==> config.mk <==
export PLATFORM = sky130hd
export DESIGN_NAME = scan_chain_loader_flat
export DESIGN_NICKNAME = d
export VERILOG_FILES = /design/src/rtl/scan_chain_loader_pkg.sv /design/src/rtl/scan_chain_loader_if.sv /design/src/rtl/scan_byte_shifter.sv /design/src/rtl/scan_chain_loader.sv /design/src/flat_wrapper.sv
export SDC_FILE = /design/constraint.sdc
export NUM_CORES = 1
export LEC_CHECK = 0
export CORE_MARGIN = 8
export CORE_UTILIZATION = 53
export DETAILED_ROUTE_END_ITERATION = 10
export DONT_BUFFER_PORTS = 1
export PLACE_DENSITY = 0.7
export SYNTH_ARGS = -nofsm -noshare
export SYNTH_HDL_FRONTEND = slang
export SYNTH_SLANG_ARGS = --single-unit
==> constraint.sdc <==
create_clock -name clk -period 4.13 [get_ports clk]
set_input_delay 0.826 -clock clk [delete_from_list [all_inputs] [get_ports clk]]
set_output_delay 0.826 -clock clk [all_outputs]
set_load 0.02 [all_outputs]
==> src/rtl/scan_chain_loader_pkg.sv <==
// Shared types and widths for the scan chain loader.
package scan_loader_pkg;
  localparam int BYTE_W    = 8;
  localparam int BIT_CNT_W = 3;

  typedef enum logic [1:0] {
    IDLE    = 2'd0,
    WAIT_IN = 2'd1,
    SHIFT   = 2'd2,
    RUN     = 2'd3
  } state_t;
endpackage

==> src/rtl/scan_chain_loader_if.sv <==
// Host byte stream: bytes in to the chain, readback bytes out.
interface scan_chain_loader_if;
  import scan_loader_pkg::*;

  logic [BYTE_W-1:0] in_data;
  logic              in_valid;
  logic              in_ready;
  logic [BYTE_W-1:0] out_data;
  logic              out_valid;
  logic              out_ready;

  modport master (
    output in_data, in_valid, out_ready,
    input  in_ready, out_data, out_valid
  );

  modport slave (
    input  in_data, in_valid, out_ready,
    output in_ready, out_data, out_valid
  );
endinterface

==> src/rtl/scan_byte_shifter.sv <==
// One-byte serializer/deserializer: MSB-first tx shift, LSB-in rx capture.
module scan_byte_shifter
  import scan_loader_pkg::*;
(
  input  logic              clk,
  input  logic              rst_n,
  input  logic              load,
  input  logic [BYTE_W-1:0] load_data,
  input  logic              shift_en,
  input  logic              shift_in_bit,
  output logic              tx_msb,
  output logic [BYTE_W-1:0] rx_data,
  output logic              last_bit
);
  logic [BYTE_W-1:0]    tx_buf;
  logic [BYTE_W-1:0]    rx_buf;
  logic [BIT_CNT_W-1:0] bit_cnt;

  // Parallel load of tx byte, otherwise shift both buffers one bit per enabled cycle
  always_ff @(posedge clk or negedge rst_n) begin
    if (!rst_n) begin
      tx_buf  <= '0;
      rx_buf  <= '0;
      bit_cnt <= '0;
    end else if (load) begin
      tx_buf  <= load_data;
      bit_cnt <= '0;
    end else if (shift_en) begin
      tx_buf  <= {tx_buf[BYTE_W-2:0], 1'b0};
      rx_buf  <= {rx_buf[BYTE_W-2:0], shift_in_bit};
      bit_cnt <= bit_cnt + 1'b1;
    end
  end

  assign tx_msb   = tx_buf[BYTE_W-1];
  assign rx_data  = rx_buf;
  assign last_bit = &bit_cnt;
endmodule

==> src/rtl/scan_chain_loader.sv <==
// Host-side scan loader: shifts a byte image into the target chain while
// returning the displaced image, and gates the processor run enable.
module scan_chain_loader
  import scan_loader_pkg::*;
#(
  parameter int CHAIN_LEN = 288,
  parameter int CNT_W     = $clog2(CHAIN_LEN/8+1)
) (
  input  logic                  clk,
  input  logic                  rst_n,
  input  logic                  load_start,
  input  logic                  run_start,
  input  logic                  run_stop,
  scan_chain_loader_if.slave    host,
  output logic                  scan_enable,
  output logic                  scan_in,
  input  logic                  scan_out,
  output logic                  proc_en,
  input  logic                  halt,
  output logic                  busy,
  output logic                  load_done,
  output logic                  run_done
);
  localparam int              NUM_BYTES = CHAIN_LEN / BYTE_W;
  localparam logic [CNT_W-1:0] LAST_BYTE = CNT_W'(NUM_BYTES - 1);

  if ((CHAIN_LEN % BYTE_W) != 0 || CHAIN_LEN < BYTE_W) begin : g_len_chk
    $error("CHAIN_LEN must be a positive multiple of 8");
  end

  state_t           state;
  logic [CNT_W-1:0] byte_cnt;
  logic             out_valid_q;
  logic             accept;
  logic             tx_msb;
  logic             last_bit;

  // A new byte is only taken once the previous readback byte has drained,
  // so the rx buffer can double as the out_data holding register.
  assign host.in_ready  = (state == WAIT_IN) && !out_valid_q;
  assign accept         = host.in_ready && host.in_valid;
  assign host.out_valid = out_valid_q;
  assign scan_in        = scan_enable & tx_msb;
  assign busy           = (state != IDLE) || out_valid_q;

  scan_byte_shifter u_shifter (
    .clk          (clk),
    .rst_n        (rst_n),
    .load         (accept),
    .load_data    (host.in_data),
    .shift_en     (scan_enable),
    .shift_in_bit (scan_out),
    .tx_msb       (tx_msb),
    .rx_data      (host.out_data),
    .last_bit     (last_bit)
  );

  // Control FSM with registered pin outputs and done pulses
  always_ff @(posedge clk or negedge rst_n) begin
    if (!rst_n) begin
      state       <= IDLE;
      byte_cnt    <= '0;
      out_valid_q <= 1'b0;
      scan_enable <= 1'b0;
      proc_en     <= 1'b0;
      load_done   <= 1'b0;
      run_done    <= 1'b0;
    end else begin
      load_done <= 1'b0;
      run_done  <= 1'b0;
      if (out_valid_q && host.out_ready) out_valid_q <= 1'b0;
      case (state)
        IDLE: begin
          if (load_start) begin
            state    <= WAIT_IN;
            byte_cnt <= '0;
          end else if (run_start) begin
            state   <= RUN;
            proc_en <= 1'b1;
          end
        end
        WAIT_IN: begin
          if (accept) begin
            state       <= SHIFT;
            scan_enable <= 1'b1;
          end
        end
        SHIFT: begin
          if (last_bit) begin
            scan_enable <= 1'b0;
            out_valid_q <= 1'b1;
            byte_cnt    <= byte_cnt + 1'b1;
            if (byte_cnt == LAST_BYTE) begin
              state     <= IDLE;
              load_done <= 1'b1;
            end else begin
              state <= WAIT_IN;
            end
          end
        end
        RUN: begin
          if (halt || run_stop) begin
            state    <= IDLE;
            proc_en  <= 1'b0;
            run_done <= 1'b1;
          end
        end
        default: state <= IDLE;
      endcase
    end
  end
endmodule

==> src/flat_wrapper.sv <==
// flat-port wrapper written by rule: the top's interface ports become plain ports
module scan_chain_loader_flat import scan_loader_pkg::*;
#(
  parameter int CHAIN_LEN = 288,
  parameter int CNT_W     = $clog2(CHAIN_LEN/8+1)
)
  (clk, rst_n, load_start, run_start, run_stop, scan_enable, scan_in, scan_out, proc_en, halt, busy, load_done, run_done, host_in_data, host_in_valid, host_out_ready, host_in_ready, host_out_data, host_out_valid);
  scan_chain_loader_if host_i ();
  input  logic clk;
  input  logic rst_n;
  input  logic load_start;
  input  logic run_start;
  input  logic run_stop;
  output logic scan_enable;
  output logic scan_in;
  input  logic scan_out;
  output logic proc_en;
  input  logic halt;
  output logic busy;
  output logic load_done;
  output logic run_done;
  input wire logic [$bits(host_i.in_data)-1:0] host_in_data;
  input wire logic [$bits(host_i.in_valid)-1:0] host_in_valid;
  input wire logic [$bits(host_i.out_ready)-1:0] host_out_ready;
  output wire logic [$bits(host_i.in_ready)-1:0] host_in_ready;
  output wire logic [$bits(host_i.out_data)-1:0] host_out_data;
  output wire logic [$bits(host_i.out_valid)-1:0] host_out_valid;
  assign host_i.in_data = host_in_data;
  assign host_i.in_valid = host_in_valid;
  assign host_i.out_ready = host_out_ready;
  assign host_in_ready = host_i.in_ready;
  assign host_out_data = host_i.out_data;
  assign host_out_valid = host_i.out_valid;
  scan_chain_loader #(.CHAIN_LEN(CHAIN_LEN), .CNT_W(CNT_W)) u_core (.clk(clk), .rst_n(rst_n), .load_start(load_start), .run_start(run_start), .run_stop(run_stop), .host(host_i), .scan_enable(scan_enable), .scan_in(scan_in), .scan_out(scan_out), .proc_en(proc_en), .halt(halt), .busy(busy), .load_done(load_done), .run_done(run_done));
endmodule
# Word level (Yosys, flattened, before mapping)
# Index checks and enable logic that the tools add are counted.
[totals]
output_inout_bits = 16
reg_bits = 32
wordCells = 72
inputBits = 17
[op_classes]
addsub = 2
muxes = 29
bitwise_logic = 2
reduce_logical = 18
n_eq_ne = 11
[ops]
columns = ["operator", "n"]
rows = [
  ["two-way mux 8 bit", 2],
  ["two-way mux 1 bit", 14],
  ["two-way mux 6 bit", 2],
  ["case mux 6 bit (2 select lines)", 1],
  ["two-way mux 2 bit", 5],
  ["nonzero test 2 bit", 5],
  ["AND reduction 3 bit", 3],
  ["case mux 2 bit (4 select lines)", 1],
  ["AND reduction 4 bit", 2],
  ["adder 6 x 1 -> 6 bit (second input constant)", 1],
  ["== test 6 bit (second input constant)", 1],
  ["two-way mux 3 bit", 2],
  ["inequality test 2 x 1 -> 1 bit (second input constant)", 3],
  ["inequality test 2 bit (second input constant)", 3],
  ["== test 2 bit (second input constant)", 2],
  ["case mux 1 bit (2 select lines)", 2],
  ["adder 3 x 1 -> 3 bit (second input constant)", 1],
  ["logical AND 1 bit", 3],
  ["inequality test 3 bit (second input constant)", 1],
  ["== test 2 x 1 -> 1 bit (second input constant)", 1],
  ["logical NOT 2 bit", 1],
  ["logical OR 1 bit", 2],
  ["AND reduction 2 bit", 1],
  ["bitwise AND 1 bit", 1],
  ["2 further kinds", 2],
]

# Longest topological paths before layout
# Gate-level depths: netlist of the first run.
[logic_depth]
word_depth = 5
ltp_mapped = 5
ltp_nobuf = 5

# Cells and area by module
# From an unflattened synthesis of the first run, not the netlist that was laid out.
[hier_totals]
cells_unflattened = 136
area_unflattened_um2 = 1559.0
[by_module_without_submodules]
columns = ["module", "instances", "seq_area_each_um2", "cells_per_inst", "area_each_um2"]
rows = [
  ["scan_byte_shifter", 1, 475.5, 64, 854.6],
  ["scan_chain_loader", 1, 325.3, 72, 704.4],
]

# Least setup slack after synthesis of the first run
# OpenSTA, ideal clock, no wires.
[synth_timing]
path_kind = "reg-to-output"
startpoint = "reg u_core.scan_enable"
endpoint = "out scan_in"
path_buffers = 2
setup_slack_ns = 2.149
path_stages_with_launch = 4
t_arrival_ns = 1.155
required_time_ns = 3.304
cell_sequence = "dfrtp_1 > buf_2 > buf_2 > and2_1"
[synth_via]
elab_chain_cells = 1
[synth_lines]
columns = ["element", "line_no", "source"]
rows = [
  ["start: declaration", "scan_chain_loader.sv:15", "output logic scan_enable,"],
  ["start signal: assignment", "scan_chain_loader.sv:64", "scan_enable <= 1'b0;"],
  ["start signal: assignment", "scan_chain_loader.sv:85", "scan_enable <= 1'b1;"],
  ["start signal: assignment", "scan_chain_loader.sv:90", "scan_enable <= 1'b0;"],
  ["bitwise AND 1 bit", "scan_chain_loader.sv:43", "assign scan_in = scan_enable & tx_msb;"],
  ["end: declaration", "flat_wrapper.sv:15", "output logic scan_in;"],
]
# No other way between the ends.

# Worst setup path after layout of the first run
[layout_timing]
startpoint = "reg u_core.state[0]"
endpoint = "out host_in_ready"
[layout_via]
elab_chain_cells = 2
[layout_lines]
columns = ["element", "line_no", "source"]
rows = [
  ["start: declaration", "scan_chain_loader.sv:31", "state_t state;"],
  ["start signal: assignment", "scan_chain_loader.sv:61", "state <= IDLE;"],
  ["start signal: assignment", "scan_chain_loader.sv:75", "state <= WAIT_IN;"],
  ["start signal: assignment", "scan_chain_loader.sv:78", "state <= RUN;"],
  ["== test 2 x 1 -> 1 bit", "scan_chain_loader.sv:40", "assign host.in_ready = (state == WAIT_IN) && !out_valid_q;"],
  ["logical AND 1 bit", "scan_chain_loader.sv:40", ""],
  ["end: declaration", "flat_wrapper.sv:25", "output wire logic [$bits(host_i.in_ready)-1:0] host_in_ready;"],
]
# No other way between the ends.

==> results.md, run 1 <==
* Sequential share of power at 51.2%
* Area Growth Syn to Fin at 8.24%
* Layout cells sized above 1 at 16.3%
* Syn Inst Count at 132
* Fin area at 1580 sq um
* Worst slack, placed at 2020 ps
* Int Power at 771 uW
* Count of input and output buffers at 0
* Die area at 4680 sq um
* Slew headroom at 43.5%
* Syn_nets at 152
* Count leader, synth: dfrtp_1
* Post-DP HPWL at 2000 um
* Total Routing Usage GR at 12.3%
* Core ar. at 2690 sq um
* Min Tclk post-route at 2460 ps
* Yosys reg bits at 32
* Clock Skew at 11.8 ps
* Final antenna-violating net count at 0
* RSZ-0062 raised after global routing: false
* Synth unique cells at 32
* Vias in the first global route at 968
* GRT overflow at 0
* Clock latency at the later pin of the worst-skew pair at 330 ps
* Site Rows at 19
* Routability cong. at 0.781
* VDD IR-drop max at 622 uV
* Top-area cell type share of the netlist area at 54.9%
* Final nets at 154
* P per Cell Area at 780 nW/um^2
* Via Count at 996
* Setup crit start kind: flip-flop
* Async SR Flop Fraction at 100%
* Combinational power share at 27.4%
* CP arrival at 1630 ps
* Final WL at 2720 um
* R2R Path End: u_core.u_shifter.rx_data[1]
* Top post-synthesis cells by count: dfrtp_1, o21ai_0, nand2_1, mux2i_1
* Post-synth EDFFs at 0
* P_sw at 459 uW
* Measured slew at the worst slew-check pin at 848 ps
* Dominant synthesized flop cell: dfrtp_1
* Mapped Area at 1460 sq um
* CTS Buf Count at 5
* Ranking of synthesized cells by area: dfrtp_1, mux2i_1, mux2_2
* Die W at 68.4 um
* Min-delay worst type: primary input to asynchronous set/reset pin
* Final Hold Fails at 0
* Root buffer cell: clkbuf_4
* Post-CTS setup repair buffer count at 0
* Drt first pass iters at 4
* Final Cycle Share at 59.5%
* Switching Share at 37.3%
* Ports at 33
* 1st-iter DRT viols at 67
* DRC at 0
* Status: completed
* Die height at 68.4 um
* Resized cells post-CTS at 0
* Wirelength per Cell at 16.4 um
* TNS Setup at 0 ps
* Largest net degree at the start of global routing at 33
* Starting Density at 54.3%
* CTS tree: done
* Sequential area share after synthesis at 54.9%
* Dpl cell area at 1480 sq um
* H-tree Lvls at 2
* Max-cap violations at 0
* Setup slack, reg-to-reg at 2390 ps
* First-pass GRT wire length at 4230 um
* CTS Sinks at 32
* Final hold slack at 174 ps
* Max Root-Sink Buffers at 2
* Setup ws final at 1670 ps
* Setup violators final at 0
* Diodes inserted at 0
* R2R Path Start: u_core.host.out_valid
* Worst r2r path cells at 3
* CP Capture Type: primary output
* Slew Limit Fails at 0
* Pwr Total at 1.23 mW
* Max Freq at 0.407 GHz
* Required time worst endpoint at 3300 ps
* YS warnings at 0
* Critical path class: flip-flop to primary output
* Critical path fanouts, max at 12
* Clock slew at reported path FFs at 100 ps
* Hold Buf Count CTS at 0
* Clk pwr share at 21.4%
* Via-to-Cell Ratio at 6.00
* P_leak at 0.686 nW
* Initial antenna violation count at 0
* Mapped Avg Cell Area at 11.0 sq um
* Cell accounting for the most synthesized area: dfrtp_1
worst max-delay path: stages (launching register included):
cell     delay, ps
dfrtp_1        530
inv_1          170
nor3_1         600
state kept, by name (all words and copies together), names as in the netlist:
name	flops
u_core.u_shifter.rx_data	8
u_core.u_shifter.tx_buf	8
u_core.byte_cnt	6
u_core.u_shifter.bit_cnt	3
u_core.state	2
u_core.host.out_valid	1
u_core.load_done	1
u_core.proc_en	1
u_core.run_done	1
u_core.scan_enable	1
per-stage QoR:
step	instances	utilization [%]
floorplan	132	-
global placement	158	55.2
detailed placement	158	55.2
CTS	166	58.7
global route	166	58.7
finish	166	58.7
cell type report:
cell class	count	area [sq um]
Inverter	4	15.0
Clock buffer	7	65.1
Timing Repair Buffer	1	7.51
Clock inverter	1	30.0
Fill cell	227	1110
Sequential cell	32	801
Multi-Input combinational cell	90	621
Tap cell	31	38.8
how the worst max path moves through the flow:
stage                             startpoint       endpoint  depth (start not counted)
after floorplan           u_core.scan_enable        scan_in                          3
after global placement    u_core.scan_enable        scan_in                          1
after detailed placement     u_core.state[0]  host_in_ready                          2
after CTS                    u_core.state[0]  host_in_ready                          2
after global routing         u_core.state[0]  host_in_ready                          2
final                        u_core.state[0]  host_in_ready                          2
cell usage in the layout, fill, tap and decap left out, drive strengths merged:
cell type,n
a21oi,7
a31oi,1
a32o,1
and2,1
buf,1
bufinv,1
clkbuf,7
dfrtp,32
ha,3
inv,4
mux2,8
mux2i,9
nand2,13
nand2b,1
nand3,3
nand3b,1
nand4b,1
nor2,8
nor2b,1
nor3,3
nor3b,1
nor4,1
nor4bb,1
o211ai,1
o21ai,15
o31ai,2
or3,2
or3b,2
or4,2
xnor2,1
xor2,1
per-layer routing:
metal | wire (um) | GRT usage (%)
met3 | 390 | 7.36
met4 | 67 | 8.44
met1 | 1080 | 13.4
met2 | 1180 | 17.5
met5 | 0 | 0
cell families (layout without fill, tap and decap cells):
family / count (synthesis) / count (layout) / synth area share (%)
compound gates: 27 / 27 / 11.0
simple gates: 41 / 41 / 15.0
buf+inv: 10 / 13 / 2.92
fa+ha+maj: 3 / 3 / 2.58
xor+xnor: 2 / 2 / 1.20
flops: 32 / 32 / 54.9
mux: 17 / 17 / 12.4
power by group through the flow:
stage,sequential [mW],combinational [mW],clock (mW)
2_1_floorplan,0.564,0.346,0
3_3_place_gp,0.634,0.328,0
3_5_place_dp,0.641,0.343,0
4_1_cts,0.634,0.343,0.272
5_1_grt,0.653,0.380,0.282
6_report,0.629,0.337,0.264
(Power assumes the default switching activity.)
==> run 2, diff against run 1 <==
--- a/config.mk
+++ b/config.mk
@@ -9,7 +9,7 @@
 export CORE_UTILIZATION = 53
 export DETAILED_ROUTE_END_ITERATION = 10
 export DONT_BUFFER_PORTS = 1
-export PLACE_DENSITY = 0.7
+export PLACE_DENSITY = 0.73
 export SYNTH_ARGS = -nofsm -noshare
 export SYNTH_HDL_FRONTEND = slang
 export SYNTH_SLANG_ARGS = --single-unit
==> constraint.sdc (replaced) <==
create_clock -name clk -period 2.1 [get_ports clk]
set_input_delay 0.42 -clock clk [delete_from_list [all_inputs] [get_ports clk]]
set_output_delay 0.42 -clock clk [all_outputs]
set_load 0.02 [all_outputs]
==> results.md, run 2 (synthesis results as in run 1) <==
* Critical path fanouts, max at 12
* 1st-iter DRT viols at 42
* GRT overflow at 0
* Int Power at 1.49 mW
* Max Freq at 0.547 GHz
* Hold_sp: host_out_ready
* Resized cells post-CTS at 0
* P_sw at 941 uW
* Root buffer cell: clkbuf_4
* Worst r2r path cells at 3
* First-pass GRT wire length at 4460 um
* Vias in the first global route at 981
* Max stage delay on crit path at 530 ps
* Top Family by Delay on Critical Path: flip-flops
* DRC at 0
* Post-DP HPWL at 2050 um
* Clk pwr share at 18.9%
* Starting Density at 54.3%
* Min-delay worst type: primary input to flip-flop
* CP arrival at 1410 ps
* Area Growth Syn to Fin at 10.8%
* P_leak at 0.704 nW
* Die height at 68.4 um
* TNS Setup at 0 ps
* Total Routing Usage GR at 13.1%
* Clock latency at the later pin of the worst-skew pair at 330 ps
* Routability cong. at 0.788
* Commonest non-fill, non-tap cell in the layout: dfrtp_1
* Wirelength per Cell at 16.0 um
* Final antenna-violating net count at 0
* Worst hold stages at 1
* Sequential share of power at 47.7%
* RSZ-0062 raised after global routing: false
* Clock slew at reported path FFs at 100 ps
* CTS tree: done
* Measured slew at the worst slew-check pin at 426 ps
* Via-to-Cell Ratio at 5.87
* Hold worst-path end: u_core.host.out_valid
* Final Hold Fails at 0
* Combinational power share at 33.4%
* CP Capture Type: primary output
* Final nets at 159
* Final Cycle Share at 87.0%
* Drt first pass iters at 6
* Max-cap violations at 0
* Commonest non-fill, non-tap cells in the layout: dfrtp_1, o21ai_0, nand2_1, mux2i_1
* Pwr Total at 2.43 mW
* Required time worst endpoint at 1680 ps
* Layout cells sized above 1 at 18.6%
* Min Tclk post-route at 1830 ps
* Setup crit start kind: flip-flop
* P per Cell Area at 1500 nW/um^2
* R2R Path Start: u_core.host.out_valid
* Critical path's slowest cell: dfrtp_1
* Hold Buf Count CTS at 2
* Count of input and output buffers at 0
* Status: completed
* CP Buf/Inv Count at 2
* Clock Skew at 11.3 ps
* Max Root-Sink Buffers at 2
* Die W at 68.4 um
* CTS Buf Count at 5
* Setup slack, reg-to-reg at 350 ps
* Switching Share at 38.7%
* H-tree Lvls at 2
* Die area at 4680 sq um
* Setup violators final at 0
* Core ar. at 2690 sq um
* Via Count at 1003
* CTS Sinks at 32
* Largest net degree at the start of global routing at 33
* R2R Path End: u_core.u_shifter.rx_data[3]
* Initial antenna violation count at 0
* Post-CTS setup repair buffer count at 0
* Worst path cell trace: inv_1 > nor3_1 > buf_4
* Slew Limit Fails at 0
* Final WL at 2730 um
* Diodes inserted at 0
* VDD IR-drop max at 1190 uV
* Critical path class: flip-flop to primary output
* Ports at 33
* Site Rows at 19
* Slew headroom at 71.6%
run 2: final cells by class:
class | count | area (sq um)
Fill cell | 221 | 1070
Clock buffer | 5 | 37.5
Multi-Input combinational cell | 90 | 621
Tap cell | 31 | 38.8
Inverter | 4 | 15.0
Timing Repair Buffer | 6 | 60.1
Sequential cell | 32 | 801
Clock inverter | 3 | 42.5
run 2: per-stage QoR:
| step | std cells | setup WS (ps) | utilization [%] | instance area [sq um] | hold WS, ps |
|---|---|---|---|---|---|
| 2_1_floorplan | 132 | 480 | - | 1460 | 124 |
| 3_3_place_gp | 161 | 400 | 56.0 | 1510 | 125 |
| 3_5_place_dp | 161 | 367 | 56.0 | 1510 | 125 |
| 4_1_cts | 171 | 256 | 60.1 | 1620 | 155 |
| 5_1_grt | 171 | 153 | 60.1 | 1620 | 148 |
| 6_report | 171 | 272 | 60.1 | 1620 | 167 |
run 2: worst register-to-register path: cells and delay by family, from the launching register on:
family | cells | cell delay, ps
and+or+nand+nor | 1 | 480
muxes | 1 | 380
AOI/OAI and AO/OA | 1 | 260
DFF | 1 | 520
run 2: per-layer routing:
layer | vias up | global-route usage, % | share of wire, %
met5 | - | 0 | 0
met4 | 0 | 6.14 | 1.9
met3 | 5 | 8.02 | 12
met2 | 30 | 18.7 | 45
met1 | 488 | 15.3 | 41
li1 | 480 | - | -
run 2: how the worst max path moves through the flow:
stage                               start                          end  cells past startpoint
CTS                       u_core.state[0]                host_in_ready                      3
finish                    u_core.state[0]                host_in_ready                      3
global route              u_core.state[0]                host_in_ready                      3
floorplan           u_core.host.out_valid  u_core.u_shifter.rx_data[0]                      3
global placement    u_core.host.out_valid  u_core.u_shifter.rx_data[0]                      3
detailed placement  u_core.host.out_valid  u_core.u_shifter.rx_data[5]                      3
run 2: power groups by stage:
stage	clock [mW]	combinational [mW]	sequential [mW]
after floorplan	0	0.680	1.11
after global placement	0	0.764	1.17
after detailed placement	0	0.802	1.18
after CTS	0.475	0.824	1.17
after global routing	0.501	0.916	1.20
final	0.460	0.811	1.16
==> run 3, diff against run 2 <==
--- a/config.mk
+++ b/config.mk
@@ -7,6 +7,7 @@
 export LEC_CHECK = 0
 export CORE_MARGIN = 8
 export CORE_UTILIZATION = 53
+export CTS_CLUSTER_SIZE = 25
 export DETAILED_ROUTE_END_ITERATION = 10
 export DONT_BUFFER_PORTS = 1
 export PLACE_DENSITY = 0.73
==> results of run 3 <==
Same layout as run 2: the final DEF is identical, and so are final timing and power.
